### config.mk
export PLATFORM = sky130hd
export DESIGN_NAME = rr_decoder_arbiter
export DESIGN_NICKNAME = d
export VERILOG_FILES = /design/src/rtl/rr_decoder_arbiter.sv
export SDC_FILE = /design/constraint.sdc
export NUM_CORES = 1
export LEC_CHECK = 0
export BUFFER_PORTS_ARGS = -buffer_cell sky130_fd_sc_hd__buf_4
export CORE_MARGIN = 2
export CORE_UTILIZATION = 45
export DETAILED_ROUTE_END_ITERATION = 12
export PLACE_DENSITY = 0.73
export SYNTH_ARGS = -nofsm -noshare
export SYNTH_HDL_FRONTEND = slang
export SYNTH_SLANG_ARGS = --single-unit
### constraint.sdc
create_clock -name clk -period 2.25 [get_ports clk]
set_input_delay 0.3375 -clock clk [delete_from_list [all_inputs] [get_ports clk]]
set_output_delay 0.3375 -clock clk [all_outputs]
set_load 0.02 [all_outputs]
### src/rtl/rr_decoder_arbiter.sv
// rr_decoder_arbiter: round-robin arbiter that shares the decoder_3to8 select path
// among 8 level-sensitive requesters. It drives the decoder address (gnt_idx) and
// enable (gnt_valid), holds each grant while its request stays high, and always
// leaves one idle cycle between grants.
// Optional feature macro: ARB_TIMEOUT_EN (forced release after MAX_HOLD grant cycles).

// Per-requester slice. It flags requests at or above the priority pointer and
// decodes this lane's one-hot grant bit.
module rr_arb_lane #(
  parameter int LANE = 0
) (
  input  logic       req_i,
  input  logic [2:0] ptr_i,
  input  logic       gnt_valid_i,
  input  logic [2:0] gnt_idx_i,
  output logic       hi_o,
  output logic       gnt_o
);
  localparam logic [2:0] LaneIdx = 3'(LANE);

  // Requests at or above ptr outrank the wrapped-around ones.
  assign hi_o  = req_i && (LaneIdx >= ptr_i);
  // Grant bit decoded purely from registered state, so it cannot glitch on req.
  assign gnt_o = gnt_valid_i && (gnt_idx_i == LaneIdx);
endmodule

module rr_decoder_arbiter #(
  parameter int MAX_HOLD = 16
) (
  input  logic       clk,
  input  logic       rst,
  input  logic [7:0] req,
  output logic [2:0] gnt_idx,
  output logic       gnt_valid,
  output logic [7:0] gnt,
  output logic       timeout_pulse
);
  localparam int NUM_REQ = 8;
  localparam logic [7:0] HoldMax = 8'(MAX_HOLD - 1);

  typedef enum logic [1:0] {
    IDLE  = 2'd0,
    GRANT = 2'd1,
    GAP   = 2'd2
  } state_t;

  state_t     state_q, state_d;
  logic [2:0] gnt_idx_q, gnt_idx_d;
  logic       gnt_valid_q, gnt_valid_d;
  logic [2:0] ptr_q, ptr_d;
  logic [7:0] hold_q, hold_d;

  logic [NUM_REQ-1:0] hi;
  logic               win_found;
  logic [2:0]         win_idx;
  logic               req_held;
  logic               to_hit;

  // One lane per requester: priority masking and grant decode.
  for (genvar i = 0; i < NUM_REQ; i++) begin : g_lane
    rr_arb_lane #(.LANE(i)) u_lane (
      .req_i       (req[i]),
      .ptr_i       (ptr_q),
      .gnt_valid_i (gnt_valid_q),
      .gnt_idx_i   (gnt_idx_q),
      .hi_o        (hi[i]),
      .gnt_o       (gnt[i])
    );
  end

  // Rotating priority pick: lowest request at/above ptr, else lowest overall (wrap).
  always_comb begin
    win_found = 1'b0;
    win_idx   = 3'd0;
    for (int i = NUM_REQ - 1; i >= 0; i--) begin
      if (req[i]) begin
        win_found = 1'b1;
        win_idx   = 3'(i);
      end
    end
    for (int i = NUM_REQ - 1; i >= 0; i--) begin
      if (hi[i]) win_idx = 3'(i);
    end
  end

  assign req_held = req[gnt_idx_q];

`ifdef ARB_TIMEOUT_EN
  logic timeout_q, timeout_d;

  assign to_hit = (hold_q == HoldMax);

  // Pulse only for a genuine forced release; a request dropping on the same
  // edge counts as a normal release.
  always_comb begin
    timeout_d = 1'b0;
    if (state_q == GRANT && to_hit && req_held) timeout_d = 1'b1;
  end

  // Timeout pulse register, high for the first GAP cycle after a forced release.
  always_ff @(posedge clk or posedge rst) begin
    if (rst) timeout_q <= 1'b0;
    else     timeout_q <= timeout_d;
  end

  assign timeout_pulse = timeout_q;
`else
  assign to_hit        = 1'b0;
  assign timeout_pulse = 1'b0;
`endif

  // Next-state and grant register updates for IDLE/GRANT/GAP.
  always_comb begin
    state_d     = state_q;
    gnt_idx_d   = gnt_idx_q;
    gnt_valid_d = gnt_valid_q;
    ptr_d       = ptr_q;
    hold_d      = hold_q;
    unique case (state_q)
      IDLE, GAP: begin
        if (win_found) begin
          state_d     = GRANT;
          gnt_idx_d   = win_idx;
          gnt_valid_d = 1'b1;
          hold_d      = 8'd0;
        end else begin
          state_d     = IDLE;
          gnt_valid_d = 1'b0;
        end
      end
      GRANT: begin
        if (!req_held || to_hit) begin
          // Released requester drops to lowest priority; idx wraps 7 -> 0.
          state_d     = GAP;
          gnt_valid_d = 1'b0;
          ptr_d       = gnt_idx_q + 3'd1;
        end else if (hold_q != HoldMax) begin
          hold_d = hold_q + 8'd1;
        end
      end
      default: begin
        state_d     = IDLE;
        gnt_valid_d = 1'b0;
      end
    endcase
  end

  // State and grant registers; reset clears the enable asynchronously.
  always_ff @(posedge clk or posedge rst) begin
    if (rst) begin
      state_q     <= IDLE;
      gnt_idx_q   <= 3'd0;
      gnt_valid_q <= 1'b0;
      ptr_q       <= 3'd0;
      hold_q      <= 8'd0;
    end else begin
      state_q     <= state_d;
      gnt_idx_q   <= gnt_idx_d;
      gnt_valid_q <= gnt_valid_d;
      ptr_q       <= ptr_d;
      hold_q      <= hold_d;
    end
  end

  assign gnt_idx   = gnt_idx_q;
  assign gnt_valid = gnt_valid_q;
endmodule

==> results of run 1 <==
synth_stat cells (all sizes together) (2+ instances only):
cell type  number
a21oi           9
and2            5
and3            3
buf            11
clkbuf          2
dfrtp           9
ha              6
inv            10
mux2i           2
mux4            2
nand2           8
nand3           4
nor2            8
o21ai           5
o31ai           2
stage by stage:
step	area [um^2]	setup WS (ns)	power [W]
6_report	975	0.426	0.00118
2_1_floorplan	855	0.403	0.000898
4_1_cts	975	0.408	0.00119
3_5_place_dp	948	0.411	0.00106
3_3_place_gp	948	0.467	0.00105
5_1_grt	975	0.351	0.00129
area by class of cell:
cell class	count	area, um^2	area share
Clock buffer	4	26.3	0.0270
Tap cell	25	31.3	0.0321
Inverter	10	37.5	0.0385
Timing Repair Buffer	21	158	0.162
Sequential cell	9	225	0.231
Multi-Input combinational cell	71	497	0.510
critical path: cells and delay by family (launching register included):
family	cells	cell delay (ns)
AND/OR/NAND/NOR	1	0.12
multiplexers	3	1.09
flip-flops	1	0.51
final timing paths:
| path | from | end | cells after the start |
|---|---|---|---|
| min in group clk | req[0] | gnt_idx[1]$_DFFE_PP0P_ | 4 |
| min reg2reg | ptr_q[0]$_DFFE_PP0P_ | ptr_q[0]$_DFFE_PP0P_ | 2 |
| min | rst | gnt_idx[2]$_DFFE_PP0P_ | 2 |
| max | gnt_idx[0]$_DFFE_PP0P_ | ptr_q[1]$_DFFE_PP0P_ | 4 |
| max reg2reg | gnt_idx[0]$_DFFE_PP0P_ | ptr_q[1]$_DFFE_PP0P_ | 4 |
| max in group asynchronous | rst | state_q[1]$_DFFE_PP0P_ | 2 |
metal layers:
layer  routed length, um  vias to the layer above  global-route usage
met5                   0                        -                   0
met4                  11                        0              0.0811
met3                 164                        2              0.0566
met2                 829                       41               0.241
met1                 854                      344               0.270
li1                    -                      377                   -
flip-flops by register name, indices dropped and copies added (netlist names):
signal,count
gnt_idx,3
ptr_q,3
state_q,2
gnt_valid,1
cell families after synthesis:
group,count (synthesis),synth area share
adder cells (fa/ha/maj),6,0.0878
buffers and inverters,23,0.155
AO/OA/AOI/OAI,26,0.198
flip-flops,9,0.264
multiplexers,5,0.0981
AND/OR/NAND/NOR,33,0.193
other,1,0.00439
power breakdown:
group          leakage [nW]  switching (W)  internal [W]
clock network        0.0150      0.0000536     0.0000682
registers             0.109       0.000147      0.000241
logic                 0.374       0.000347      0.000324
==> flow_metrics.env, run 1 <==
export IMPL_synth_warnings=0
export IMPL_cts_buffers=3
export IMPL_cts_clk_slew_worst_paths_ns=0.06
export IMPL_clk_latency_ns=0.26
export IMPL_r2r_slack_ns=0.43
export IMPL_final_nets=132
export IMPL_start_kind="flop"
export IMPL_synth_async_reset_ratio=1.00
export IMPL_vdd_drop_max_v=0.000749
export IMPL_coreArea_um2=1760
export IMPL_synth_edf_count=0
export IMPL_max_freq_mhz=548
export IMPL_row_count=15
export IMPL_cts_sinks=9
export IMPL_wl_per_cell_um=13.3
export IMPL_hold_ws_ns=0.0307
export IMPL_maxCapViolCount=0
export IMPL_ys_seq_area_frac=0.264
export IMPL_skew_ns=0.00417
export IMPL_syn_nets=119
export IMPL_grt_max_degree=10
export IMPL_start_util=0.484
export IMPL_fin_cells=140
export IMPL_gp_congestion=0.871
export IMPL_netlist_cell_type_count=37
export IMPL_htreeDepth=1
export IMPL_cp_slowest_cell="mux4_1"
export IMPL_dp_cells=136
export IMPL_cts_buffer_depth=2
export IMPL_track_usage=0.182
export IMPL_yosys_most_used_dff="dfrtp_1"
export IMPL_most_common_layout_cells="buf_4 (21), inv_1 (10), a21oi_1 (9), dfrtp_1 (9), nor2_1 (8)"
export IMPL_dpl_hpwl_um=1370
export IMPL_endpoint_kind="flop"
export IMPL_cp_arrival_ns=1.97
export IMPL_finalHoldViolCount=0
export IMPL_grt_first_pass_wirelength_um=2760
export IMPL_finalWirelength_um=1860
export IMPL_rsz0062_at_grt="no"
export IMPL_grt_pass1_vias=609
export IMPL_syn_avg_cell_area_um2=8.30
export IMPL_synth_top_cell_by_area="dfrtp_1"
export IMPL_cts_hold_buf=0
export IMPL_synth_top_cell_area_share=0.264
export IMPL_antenna_cells=0
export IMPL_overflow=0
export IMPL_fin_tns_setup_ns=0
export IMPL_final_common_cell="buf_4"
export IMPL_drive_above_1_share=0.243
export IMPL_area_growth_pct=14.1
export IMPL_routed_via_density=5.46
export IMPL_drc=0
export IMPL_critical_path_max_stage_delay_ns=0.59
export IMPL_setup_violations=0
export IMPL_leakage_nw=0.498
export IMPL_first_iter_violations=19
export IMPL_outcome="completed"
export IMPL_die_area_um2=2260
export IMPL_hold_path_class="primary input to asynchronous set/reset pin"
export IMPL_synth_area_um2=855
export IMPL_crit_type="flop to flop"
export IMPL_power_density_nw_per_um2=1210
export IMPL_synthTopCellsByArea="dfrtp_1 (26%), buf_4 (8.8%), ha_1 (8.8%), a21oi_1 (5.3%), inv_1 (4.4%)"
export IMPL_drtAntennaViolNets=0
export IMPL_antenna_found_initial=0
export IMPL_tritoncts="yes"
export IMPL_fillers=176
export IMPL_dr_pass1_iters=4
export IMPL_cp_max_fo=8
export IMPL_path_cells="mux4_1 > mux2i_1 > nand2_2 > mux2_4"
export IMPL_final_util=0.552
export IMPL_cts_resized=0
export IMPL_drv_slew=0
export IMPL_die_x_um=47.6
export IMPL_syn_inst=103
export IMPL_postCtsSetupBuffers=0
export IMPL_fin_crit_sh=0.811
export IMPL_min_period_ns=1.82
export IMPL_io_buffers=21
export IMPL_synth_seq_cells=9
export IMPL_boundaryPins=23
export IMPL_vias=764
export IMPL_cp_required_ns=2.40
export IMPL_die_height_um=47.6
export IMPL_clockRootBuffer="clkbuf_4"
(Power assumes the default switching activity.)
==> run 2, diff against run 1 <==
==> constraint.sdc (replaced) <==
create_clock -name clk -period 1.8 [get_ports clk]
set_input_delay 0.27 -clock clk [delete_from_list [all_inputs] [get_ports clk]]
set_output_delay 0.27 -clock clk [all_outputs]
set_load 0.02 [all_outputs]
==> run 2 against run 1 <==
Clock skew rose by 0.0021 ns. Clock-buffer cell count unchanged. Total power up 36%. Sequential cell count did not move. Die area unchanged. Routed wire length up 11%. Critical path depth grew 1. Non-clock buffer count rose by 5. First-iteration DRC count grew 110%. Sequential share of layout area decreased by 1.0 points. Sequential power rose by 17%. Critical path type is now flop to output pin. Largest power group unchanged.
==> flow_metrics.env, run 2 (synthesis results as in run 1) <==
export IMPL_gp_congestion=0.895
export IMPL_grt_first_pass_wirelength_um=3300
export IMPL_cp_max_fo=6
export IMPL_multiInputGateArea_um2=499
export IMPL_grt_pass1_vias=763
export IMPL_most_common_layout_cells="buf_4 (23), inv_1 (10), a21oi_1 (9)"
export IMPL_dpl_hpwl_um=1550
export IMPL_final_common_cell="buf_4"
export IMPL_r2r_slack_ns=0.07
export IMPL_grt_max_degree=10
export IMPL_finalHoldViolCount=0
export IMPL_path_cells="buf_6 > ha_2 > ha_1 > and2_1 > buf_4"
export IMPL_wl_per_cell_um=14.3
export IMPL_worstHoldStart="req[0]"
export IMPL_drive_above_1_share=0.300
export IMPL_drtAntennaViolNets=0
export IMPL_die_height_um=47.6
export IMPL_outcome="completed"
export IMPL_highest_signal_layer="met4"
export IMPL_final_nets=137
export IMPL_cp_arrival_ns=1.47
export IMPL_antenna_cells=0
export IMPL_row_count=15
export IMPL_cts_clk_slew_worst_paths_ns=0.06
export IMPL_power_density_nw_per_um2=1570
export IMPL_fillers=169
export IMPL_finalWirelength_um=2070
export IMPL_rsz0062_at_grt="no"
export IMPL_overflow=0
export IMPL_tritoncts="yes"
export IMPL_cts_buffers=3
export IMPL_routed_via_density=5.70
export IMPL_met2_length_um=1010
export IMPL_dp_cells=139
export IMPL_leakage_nw=0.518
export IMPL_clockRootBuffer="clkbuf_4"
export IMPL_cts_buffer_depth=2
export IMPL_htreeDepth=1
export IMPL_antenna_found_initial=0
export IMPL_hold_path_class="primary input to flop"
export IMPL_die_x_um=47.6
export IMPL_drv_slew=0
export IMPL_drc=0
export IMPL_max_freq_mhz=575
export IMPL_clk_latency_ns=0.26
export IMPL_critical_path_max_stage_delay_ns=0.41
export IMPL_cp_slowest_cell="dfrtp_2"
export IMPL_setup_violations=0
export IMPL_skew_ns=0.00631
export IMPL_start_kind="flop"
export IMPL_vdd_drop_max_v=0.000725
export IMPL_area_growth_pct=20.1
export IMPL_fin_cells=145
export IMPL_start_util=0.484
export IMPL_crit_path_start="gnt_idx[0]$_DFFE_PP0P_"
export IMPL_io_buffers=21
export IMPL_regArea_um2=226
export IMPL_track_usage=0.211
export IMPL_endpoint_kind="output pin"
export IMPL_boundaryPins=23
export IMPL_die_area_um2=2260
export IMPL_fin_tns_setup_ns=0
export IMPL_min_period_ns=1.74
export IMPL_dr_pass1_iters=4
export IMPL_fin_crit_sh=0.966
export IMPL_wl_met1_um=834
export IMPL_vias=826
export IMPL_r2r_start="gnt_idx[0]$_DFFE_PP0P_"
export IMPL_cp_required_ns=1.53
export IMPL_coreArea_um2=1760
export IMPL_maxCapViolCount=0
export IMPL_cts_sinks=9
export IMPL_crit_type="flop to output pin"
export IMPL_met3WireLength_um=197
export IMPL_first_iter_violations=40
run 2: cell type report:
cell class | instances | area share
timing repair buffer | 26 | 0.200
clock buffer | 4 | 0.0256
inverter | 10 | 0.0366
multi-input combinational | 71 | 0.487
sequential | 9 | 0.221
tap | 25 | 0.0305
run 2: worst paths after layout:
kind,to,depth (start not counted)
setup / recovery,gnt[7],5
hold / removal,gnt_idx[1]$_DFFE_PP0P_,4
setup reg to reg,ptr_q[1]$_DFFE_PP0P_,5
hold reg to reg,ptr_q[0]$_DFFE_PP0P_,2
max in group asynchronous,gnt_idx[0]$_DFFE_PP0P_,3
min in group asynchronous,ptr_q[1]$_DFFE_PP0P_,3
run 2: repair_timing:
item / CTS / global route
hold endpoints to repair: 9 / 0
hold buffers: 1 / 0
pin swaps: 0 / 1
buffers inserted: 1 / 0
gates resized for setup: 1 / 4
setup endpoints to repair: 2 / 3
run 2: metal layers:
layer,vias to the layer above,GRT usage
li1,387,-
met1,379,0.273
met2,55,0.316
met3,5,0.0566
met4,0,0.124
met5,-,0
run 2: power breakdown:
group	leakage, nW	internal [W]	switching [W]	total (W)
Clock	0.0150	0.0000855	0.0000709	0.000156
Sequential	0.108	0.000304	0.000150	0.000454
Combinational	0.395	0.000483	0.000516	0.000999
Total	0.518	0.000873	0.000737	0.00161
run 2: metrics by stage:
step	setup WS (ns)	hold WS [ns]	power, W	area (um^2)	utilization
after global placement	0.151	0.250	0.00136	972	0.551
final	0.0604	0.358	0.00161	1030	0.582
after detailed placement	0.115	0.260	0.00140	972	0.551
after global routing	0.00432	0.368	0.00176	1030	0.582
after floorplan	0.0593	0.0979	0.00112	856	-
after CTS	0.0322	0.349	0.00158	1020	0.577
run 2: critical path, delay by kind of cell, from the launching register on:
family / cells / cell delay [ns]
simple gates: 1 / 0.15
flops: 1 / 0.41
fa+ha+maj: 2 / 0.36
buf+inv: 2 / 0.29
==> run 3, diff against run 2 <==
--- a/config.mk
+++ b/config.mk
@@ -7,9 +7,9 @@
 export LEC_CHECK = 0
 export BUFFER_PORTS_ARGS = -buffer_cell sky130_fd_sc_hd__buf_4
 export CORE_MARGIN = 2
-export CORE_UTILIZATION = 45
+export CORE_UTILIZATION = 51
 export DETAILED_ROUTE_END_ITERATION = 12
-export PLACE_DENSITY = 0.73
+export PLACE_DENSITY = 0.81
 export SYNTH_ARGS = -nofsm -noshare
 export SYNTH_HDL_FRONTEND = slang
 export SYNTH_SLANG_ARGS = --single-unit
==> run 3 against run 2 <==
Worst setup slack lost 0.024 ns. Clock-buffer cell count decreased by 1. Critical endpoint is now gnt[3]. Largest cell class unchanged. Die area decreased by 11%. Fmax shrank 1.4%.
==> flow_metrics.env, run 3 (synthesis results as in run 1) <==
export IMPL_drc=0
export IMPL_maxCapViolCount=0
export IMPL_final_area_um2=1030
export IMPL_whs_path_depth=4
export IMPL_grt_pass1_vias=794
export IMPL_overflow=0
export IMPL_drv_slew=0
export IMPL_final_nets=139
export IMPL_final_common_cell="buf_4"
export IMPL_antenna_found_initial=0
export IMPL_io_buffers=21
export IMPL_htreeDepth=1
export IMPL_dr_pass1_iters=4
export IMPL_die_x_um=44.9
export IMPL_fin_crit_sh=0.980
export IMPL_worst_r2r_path_depth=5
export IMPL_outcome="completed"
export IMPL_use_met1=0.295
export IMPL_drive_above_1_share=0.320
export IMPL_grt_max_degree=10
export IMPL_skew_ns=0.00289
export IMPL_dpl_hpwl_um=1690
export IMPL_finalHoldViolCount=0
export IMPL_regArea_um2=226
export IMPL_boundaryPins=23
export IMPL_cts_clk_slew_worst_paths_ns=0.07
export IMPL_die_height_um=44.9
export IMPL_rsz0062_at_grt="yes"
export IMPL_hold_path_class="primary input to flop"
export IMPL_endpoint_kind="output pin"
export IMPL_r2r_start="gnt_idx[0]$_DFFE_PP0P_"
export IMPL_met2_usage=0.400
export IMPL_hold_ws_ns=0.355
export IMPL_gp_congestion=0.844
export IMPL_power_density_nw_per_um2=1620
export IMPL_crit_type="flop to output pin"
export IMPL_first_iter_violations=31
export IMPL_tritoncts="yes"
export IMPL_pre_cts_ws_ns=0.125
export IMPL_wl_per_cell_um=16.2
export IMPL_area_growth_pct=21.1
export IMPL_start_kind="flop"
export IMPL_min_period_ns=1.76
export IMPL_routed_via_density=6.17
export IMPL_cts_sinks=9
export IMPL_cp_arrival_ns=1.49
export IMPL_most_common_layout_cells="buf_4 (24), inv_1 (10), a21oi_1 (9)"
export IMPL_clk_latency_ns=0.27
export IMPL_finalWirelength_um=2240
export IMPL_row_count=14
export IMPL_dpl_cell_area_um2=961
export IMPL_r2r_end="ptr_q[1]$_DFFE_PP0P_"
export IMPL_track_usage=0.240
export IMPL_max_freq_mhz=567
export IMPL_vias=852
export IMPL_r2r_slack_ns=0.05
export IMPL_top_usage_layer="met2"
export IMPL_grt_first_pass_wirelength_um=3490
export IMPL_cts_buffers=3
export IMPL_fin_tns_setup_ns=0
export IMPL_cp_max_fo=5
export IMPL_clockRootBuffer="clkbuf_4"
export IMPL_leakage_nw=0.531
export IMPL_drtAntennaViolNets=0
export IMPL_multiInputGateArea_um2=499
export IMPL_cts_buffer_depth=2
export IMPL_coreArea_um2=1540
export IMPL_antenna_cells=0
export IMPL_vdd_drop_max_v=0.00117
export IMPL_grt_met3_usage=0.0840
export IMPL_worstHoldStart="req[0]"
export IMPL_die_area_um2=2020
export IMPL_hold_path_endpoint="gnt_idx[1]$_DFFE_PP0P_"
export IMPL_layout_setup_ws_ns=0.0366
export IMPL_start_util=0.554
export IMPL_fillers=136
export IMPL_cp_required_ns=1.53
export IMPL_setup_violations=0
==> run 3: final cells by class <==
cell class              instances  share of cell area
multi-input cells              71               0.482
well taps                      16              0.0193
clock buffers                   3              0.0218
clock inverters                 1             0.00484
inverters                      10              0.0363
flip-flops and latches          9               0.219
repair buffers                 28               0.216
==> run 3: per-layer routing <==
layer  share of wire  vias up
li1                -      386
met1            0.36      386
met2            0.51       65
met3            0.12       15
met4           0.021        0
met5               0        -
==> run 3: worst max path at each step <==
| stage | from | end | slack (ns) | cells after the start |
|---|---|---|---|---|
| 5_1_grt | gnt_idx[0]$_DFFE_PP0P_ | ptr_q[1]$_DFFE_PP0P_ | -0.02 | 5 |
| 2_1_floorplan | gnt_idx[0]$_DFFE_PP0P_ | ptr_q[1]$_DFFE_PP0P_ | 0.06 | 4 |
| 3_5_place_dp | gnt_idx[0]$_DFFE_PP0P_ | ptr_q[1]$_DFFE_PP0P_ | 0.12 | 4 |
| 3_3_place_gp | gnt_idx[0]$_DFFE_PP0P_ | ptr_q[1]$_DFFE_PP0P_ | 0.15 | 4 |
| 6_report | gnt_idx[0]$_DFFE_PP0P_ | gnt[3] | 0.04 | 5 |
| 4_1_cts | gnt_idx[0]$_DFFE_PP0P_ | gnt[3] | 0.03 | 5 |
==> run 3: power by group <==
part	switching (W)	internal, W
Sequential	0.000151	0.000304
Combinational	0.000541	0.000516
Clock	0.0000826	0.0000824
Total	0.000775	0.000902
==> run 3: what timing repair did <==
item | CTS | global route
pin swaps | 0 | 1
buffers inserted | 1 | 2
gates resized for setup | 1 | 5
endpoints found under the hold margin | 9 | 0
hold buffers | 1 | 0
endpoints found under the setup margin | 2 | 4
==> run 3: metrics by stage <==
| stage | total power (W) | utilization | std cells |
|---|---|---|---|
| 5_1_grt | 0.00180 | 0.671 | 138 |
| 3_5_place_dp | 0.00140 | 0.623 | 130 |
| 4_1_cts | 0.00159 | 0.654 | 136 |
| 6_report | 0.00168 | 0.671 | 138 |
| 2_1_floorplan | 0.00112 | - | 103 |
| 3_3_place_gp | 0.00136 | 0.623 | 130 |
==> run 3: worst max-delay path: stages (launching register included) <==
cell and delay [ns]:
dfrtp_2 0.43, buf_6 0.13, ha_2 0.18, ha_1 0.17, and2_1 0.15, buf_4 0.15
